$ cat src/rtl/range_seq_pkg.sv
// Shared types and default sizing for the go/finish sample-stream sender.
package range_seq_pkg;

    localparam int unsigned DefaultWidth = 16;
    localparam int unsigned DefaultDepth = 8;

    typedef enum logic [2:0] {
        StIdle,
        StGo,
        StBody,
        StFin,
        StDone
    } state_t;

endpackage

$ cat src/rtl/sample_fifo.sv
// Synchronous-reset sample buffer with an occupancy counter and registered full flag.
module sample_fifo
    import range_seq_pkg::*;
#(
    parameter int unsigned WIDTH = DefaultWidth,
    parameter int unsigned DEPTH = DefaultDepth
) (
    input  logic                       clock,
    input  logic                       reset,
    input  logic                       push_i,
    input  logic                       pop_i,
    input  logic [WIDTH-1:0]           data_i,
    output logic [WIDTH-1:0]           data_o,
    output logic [$clog2(DEPTH+1)-1:0] count_o,
    output logic                       full_o,
    output logic                       empty_o
);

    localparam int unsigned AddrW = $clog2(DEPTH);
    localparam int unsigned CntW  = $clog2(DEPTH + 1);

    logic [WIDTH-1:0] mem_q [DEPTH];
    logic [AddrW-1:0] wptr_q, rptr_q;
    logic [CntW-1:0]  count_q, count_d;
    logic             full_q;
    logic             do_push, do_pop;

    assign do_push = push_i && !full_q;
    assign do_pop  = pop_i && (count_q != '0);

    always_comb begin
        count_d = count_q;
        unique case ({do_push, do_pop})
            2'b10:   count_d = count_q + CntW'(1);
            2'b01:   count_d = count_q - CntW'(1);
            default: count_d = count_q;
        endcase
    end

    // Pointers are power-of-two wide, so they wrap modulo DEPTH on their own.
    always_ff @(posedge clock) begin
        if (reset) begin
            wptr_q  <= '0;
            rptr_q  <= '0;
            count_q <= '0;
            full_q  <= 1'b0;
        end else begin
            if (do_push) wptr_q <= wptr_q + AddrW'(1);
            if (do_pop)  rptr_q <= rptr_q + AddrW'(1);
            count_q <= count_d;
            full_q  <= (count_d == CntW'(DEPTH));
        end
    end

    always_ff @(posedge clock) begin
        if (do_push) mem_q[wptr_q] <= data_i;
    end

    assign data_o  = mem_q[rptr_q];
    assign count_o = count_q;
    assign full_o  = full_q;
    assign empty_o = (count_q == '0);

endmodule

$ cat src/rtl/range_seq_sender.sv
// Buffers host samples, then replays them as one go ... finish sequence on the protocol bus.
module range_seq_sender
    import range_seq_pkg::*;
#(
    parameter int unsigned WIDTH = DefaultWidth,
    parameter int unsigned DEPTH = DefaultDepth
) (
    input  logic                       clock,
    input  logic                       reset,
    input  logic [WIDTH-1:0]           wr_data_i,
    input  logic                       wr_en_i,
    input  logic                       start_i,
    output logic                       full_o,
    output logic [$clog2(DEPTH+1)-1:0] count_o,
    output logic                       busy_o,
    output logic                       done_o,
    output logic                       error_o,
    output logic [WIDTH-1:0]           data_out_o,
    output logic                       go_o,
    output logic                       finish_o
);

    localparam int unsigned CntW = $clog2(DEPTH + 1);

    state_t           state_q, state_d;
    logic [CntW-1:0]  rem_q, rem_d;
    logic             pend_q, pend_d;
    logic [WIDTH-1:0] data_q, data_d;
    logic             go_q, go_d, finish_q, finish_d;
    logic             busy_q, busy_d, done_q, done_d, error_q, error_d;

    logic             push, pop, start_eff;
    logic [WIDTH-1:0] head;
    logic [CntW-1:0]  fifo_count;
    logic             fifo_full, fifo_empty;

    sample_fifo #(
        .WIDTH (WIDTH),
        .DEPTH (DEPTH)
    ) u_fifo (
        .clock   (clock),
        .reset   (reset),
        .push_i  (push),
        .pop_i   (pop),
        .data_i  (wr_data_i),
        .data_o  (head),
        .count_o (fifo_count),
        .full_o  (fifo_full),
        .empty_o (fifo_empty)
    );

    // A start seen in the DONE cycle is held over and acted on in the following IDLE cycle.
    assign start_eff = start_i || pend_q;

    always_ff @(posedge clock) begin
        if (reset) state_q <= StIdle;
        else       state_q <= state_d;
    end

    always_comb begin
        state_d = state_q;
        unique case (state_q)
            StIdle:  if (start_eff && !fifo_empty) state_d = StGo;
            StGo:    state_d = (rem_q <= CntW'(1)) ? StFin : StBody;
            StBody:  if (rem_q == CntW'(1)) state_d = StFin;
            StFin:   state_d = StDone;
            StDone:  state_d = StIdle;
            default: state_d = StIdle;
        endcase
    end

    // rem_q counts samples still in the buffer after the one currently on the bus.
    always_comb begin
        push     = 1'b0;
        pop      = 1'b0;
        rem_d    = rem_q;
        pend_d   = 1'b0;
        data_d   = '0;
        go_d     = 1'b0;
        finish_d = 1'b0;
        busy_d   = 1'b0;
        done_d   = 1'b0;
        error_d  = 1'b0;
        unique case (state_q)
            StIdle: begin
                if (start_eff) begin
                    error_d = wr_en_i || fifo_empty;
                    if (!fifo_empty) begin
                        pop    = 1'b1;
                        data_d = head;
                        go_d   = 1'b1;
                        busy_d = 1'b1;
                        rem_d  = fifo_count - CntW'(1);
                    end
                end else if (wr_en_i) begin
                    error_d = fifo_full;
                    push    = !fifo_full;
                end
            end
            StGo, StBody: begin
                busy_d  = 1'b1;
                error_d = wr_en_i;
                if (rem_q == '0) begin
                    // Single-sample sequence: resend it so the receiver sees a zero range.
                    data_d   = data_q;
                    finish_d = 1'b1;
                end else begin
                    pop      = 1'b1;
                    data_d   = head;
                    rem_d    = rem_q - CntW'(1);
                    finish_d = (rem_q == CntW'(1));
                end
            end
            StFin: begin
                done_d  = 1'b1;
                error_d = wr_en_i;
            end
            StDone: begin
                pend_d  = start_i;
                error_d = wr_en_i && fifo_full;
                push    = wr_en_i && !fifo_full;
            end
            default: ;
        endcase
    end

    always_ff @(posedge clock) begin
        if (reset) begin
            rem_q    <= '0;
            pend_q   <= 1'b0;
            data_q   <= '0;
            go_q     <= 1'b0;
            finish_q <= 1'b0;
            busy_q   <= 1'b0;
            done_q   <= 1'b0;
            error_q  <= 1'b0;
        end else begin
            rem_q    <= rem_d;
            pend_q   <= pend_d;
            data_q   <= data_d;
            go_q     <= go_d;
            finish_q <= finish_d;
            busy_q   <= busy_d;
            done_q   <= done_d;
            error_q  <= error_d;
        end
    end

    assign full_o     = fifo_full;
    assign count_o    = fifo_count;
    assign busy_o     = busy_q;
    assign done_o     = done_q;
    assign error_o    = error_q;
    assign data_out_o = data_q;
    assign go_o       = go_q;
    assign finish_o   = finish_q;

endmodule

$ cat config.mk
export PLATFORM = sky130hd
export DESIGN_NAME = range_seq_sender
export DESIGN_NICKNAME = d
export VERILOG_FILES = /design/src/rtl/range_seq_pkg.sv /design/src/rtl/sample_fifo.sv /design/src/rtl/range_seq_sender.sv
export SDC_FILE = /design/constraint.sdc
export NUM_CORES = 1
export LEC_CHECK = 0
export CORE_ASPECT_RATIO = 0.5
export CORE_MARGIN = 4
export CORE_UTILIZATION = 45
export CTS_BUF_LIST = sky130_fd_sc_hd__clkbuf_4 sky130_fd_sc_hd__clkbuf_8 sky130_fd_sc_hd__clkbuf_16
export CTS_CLUSTER_SIZE = 28
export DETAILED_ROUTE_END_ITERATION = 8
export GPL_ROUTABILITY_DRIVEN = 0
export PLACE_DENSITY_LB_ADDON = 0.3
export SYNTH_ARGS = -nofsm -noshare
export SYNTH_HDL_FRONTEND = slang
export SYNTH_HIERARCHICAL = 1
export SYNTH_SLANG_ARGS = --single-unit
$ cat constraint.sdc
create_clock -name clock -period 2.9 [get_ports clock]
set_input_delay 0.29 -clock clock [delete_from_list [all_inputs] [get_ports clock]]
set_output_delay 0.29 -clock clock [all_outputs]
set_load 0.03 [all_outputs]
==> impl_metrics.py <==
metrics = {
    "critical_path": {
        "cp.arrival_ps": 3060,
        "endpoint_kind": "register",
        "crit_path_start_kind": "register",
        "critPathKind": "register to register",
        "critPathRequiredTime_ps": 3210,
        "path_max_fanout": 5,
    },
    "cells_and_area": {
        "layout-drive-gt1-share_pct": 28.1,
        "area_growth_pct": 21.5,
        "post-route-util_pct": 56.8,
        "fill_cells": 1122,
        "fin_nets": 517,
        "fin_area_sq_um": 8360,
        "antenna_cells": 0,
    },
    "timing": {
        "min_period_over_period_pct": 94.8,
        "min_period_ps": 2750,
        "skew_ps": 14.4,
        "slew_violations": 0,
        "worst_pin_slew_ps": 723,
        "timing_hold_violations_final": 0,
        "relSlewSlack_pct": 51.7,
        "timing.final.setup_violations": 0,
        "max_freq_mhz": 364,
    },
    "clock_tree": {
        "clockRootBuffer": "clkbuf_16",
        "cts_buffers": 17,
        "cts.htree.levels": 4,
        "clk_latency_ps": 420,
        "cts_setup_buffers": 0,
        "clkTransAtPathRegs_ps": 70,
        "cts_tree": "yes",
        "cts_buffer_depth": 2,
        "clkSinkCount": 171,
    },
    "grt": {
        "grt_start_max_net_pins": 33,
        "grt_pass1_vias": 3862,
        "grt_pass1_wl_um": 21300,
        "antenna_found_initial": 0,
        "grt.overflow.total": 0,
        "track_usage_pct": 16.4,
    },
    "placement": {
        "portBuffers": 45,
        "placed_cell_area_sq_um": 7700,
        "place_hpwl_um": 8200,
    },
    "yosys": {
        "syn-mean-instance-area_sq_um": 16.4,
        "ys_ff_latch": 171,
        "synthCells": 420,
        "synth_top_area_cell": "edfxtp_1",
        "synth_most_common_cell": "edfxtp_1",
        "synth_cell_type_count": 49,
        "netlist_area_sq_um": 6880,
        "netlist_top_cells_area": "edfxtp_1 (56%), dfxtp_1 (13%), mux4_2 (10%)",
        "synth_nets": 449,
        "ys_top_cells_by_count": "edfxtp_1 (128), dfxtp_1 (43), nand2_1 (37)",
        "postSynth.asyncResetShare_pct": 0,
        "synth_ff_type": "edfxtp_1",
        "synth_top_area_share_pct": 55.9,
        "yosysSeqAreaShare_pct": 68.4,
        "yosysWarningCount": 6,
        "synth-edff-count": 128,
    },
    "flow_run": {
        "maxCapViolations": 0,
    },
    "pwr": {
        "swShare_pct": 31.8,
        "p_int_mw": 4.88,
        "powerDensity_nw_per_um2": 856,
        "p_switching_mw": 2.27,
        "clock_power_share_pct": 30.8,
        "p_comb_share_pct": 27.4,
        "seqPwrFrac_pct": 41.8,
        "vdd_drop_max_uv": 417,
        "p_leak_nw": 2.76,
    },
    "routing": {
        "drc": 0,
        "drt_pass1_iterations": 6,
        "wl_per_cell_um": 18.9,
        "via_count": 3671,
        "viasPerCell": 5.25,
        "detail-route-antenna-nets": 0,
        "wl_um": 13200,
        "first_iter_violations": 231,
    },
    "floorplanning": {
        "die_width_um": 183,
        "rows": 31,
        "die_y_um": 95.4,
        "initial_core_util_pct": 46.8,
        "ios": 46,
        "coreArea_sq_um": 14700,
        "die_area_sq_um": 17400,
    },
    "min_path": {
        "hold_path_class": "register to register",
    },
    "run_status": {
        "status": "complete, no violations",
    },
}
[registers in the layout, summed over array words and instances (netlist names), named ones only]
name / cells
busy_o: 1
data_out_o: 16
done_o: 1
error_o: 1
finish_o: 1
go_o: 1
pend_q: 1
rem_q: 4
state_q: 3
u_fifo/count_o: 4
u_fifo/full_o: 1
u_fifo/mem_q: 128
u_fifo/rptr_q: 3
u_fifo/wptr_q: 3
[layer usage]
layer | GRT usage (%) | vias to the layer above | share of wire [%]
met2 | 28.8 | 72 | 51
li1 | - | 1746 | -
met1 | 20.8 | 1845 | 44
met5 | 0 | - | 0
met3 | 3.93 | 8 | 4.0
met4 | 4.46 | 0 | 0.70
[cells in the final DEF, fill, tap and decap left out, types with 5 or more instances in the layout]
cell type / instances
a21oi_1: 10
a21oi_2: 10
buf_12: 6
buf_4: 20
clkbuf_16: 17
clkdlybuf4s50_1: 45
clkinv_8: 5
dfxtp_1: 37
dfxtp_2: 5
edfxtp_1: 128
ha_1: 7
inv_1: 7
mux2_2: 16
mux4_2: 32
nand2_1: 37
nand2b_1: 6
nor2_1: 21
nor3_1: 8
o21ai_0: 10
xor2_1: 7
[cell families (layout without fill, tap and decap cells)]
family | Yosys count | after routing | synth area share, %
buffers and inverters | 30 | 111 | 2.78
multiplexers | 52 | 52 | 13.7
flip-flops | 171 | 171 | 68.4
AO/OA/AOI/OAI | 47 | 47 | 4.99
AND/OR/NAND/NOR | 100 | 100 | 7.08
XOR/XNOR | 11 | 11 | 1.40
adder cells (fa/ha/maj) | 9 | 9 | 1.64
[worst paths after layout]
path | from | end | slack, ps | depth (start not counted)
min reg2reg | data_out_o[7]$_SDFFE_PP0P_ | data_out_o[7]$_SDFFE_PP0P_ | 460 | 2
max | rem_q[0]$_SDFFE_PP0P_ | u_fifo/full_o$_SDFF_PP0_ | 150 | 13
max reg2reg | rem_q[0]$_SDFFE_PP0P_ | u_fifo/full_o$_SDFF_PP0_ | 150 | 13
min | data_out_o[7]$_SDFFE_PP0P_ | data_out_o[7]$_SDFFE_PP0P_ | 460 | 2
[power groups by stage]
stage	clock network (mW)	registers [mW]	logic, mW
floorplan	0	3.22	1.19
global placement	0	3.03	1.91
detailed placement	0	3.04	1.93
CTS	2.24	2.98	1.93
global route	2.36	3.02	2.16
finish	2.20	2.99	1.96
[through the flow]
step	worst slack [ps]	cells	power (mW)	hold WS [ps]	TNS, ps
2_1_floorplan	-33.4	420	4.41	354	-33.4
3_3_place_gp	68.4	667	4.94	448	0
3_5_place_dp	60.3	667	4.96	450	0
4_1_cts	71.7	699	7.16	458	0
5_1_grt	-30.3	699	7.54	479	-34.7
6_report	150	699	7.15	458	0
[critical path, cell delays in order (launching register included)]
cell,delay [ps]
dfxtp_4,370
inv_1,70
ha_1,200
nor3b_2,170
o32a_2,350
inv_2,60
o41a_1,190
ha_2,200
xor2_1,70
ha_1,190
a21oi_2,150
mux2i_2,300
xnor2_2,140
a2111oi_4,190
[final cells by class]
type | count | area (sq um) | share of cell area [%]
multi-input combinational | 219 | 2050 | 24.5
timing repair buffer | 71 | 721 | 8.62
clock inverter | 15 | 171 | 2.05
sequential | 171 | 4710 | 56.4
tap | 198 | 248 | 2.96
inverter | 8 | 30.0 | 0.359
clock buffer | 17 | 425 | 5.09
[repair_timing]
action | in CTS | in global routing
gates resized for setup | 0 | 15
hold buffers | 0 | 0
endpoints found under the setup margin | 0 | 2
No activity file was read; power rests on OpenSTA's default activity.
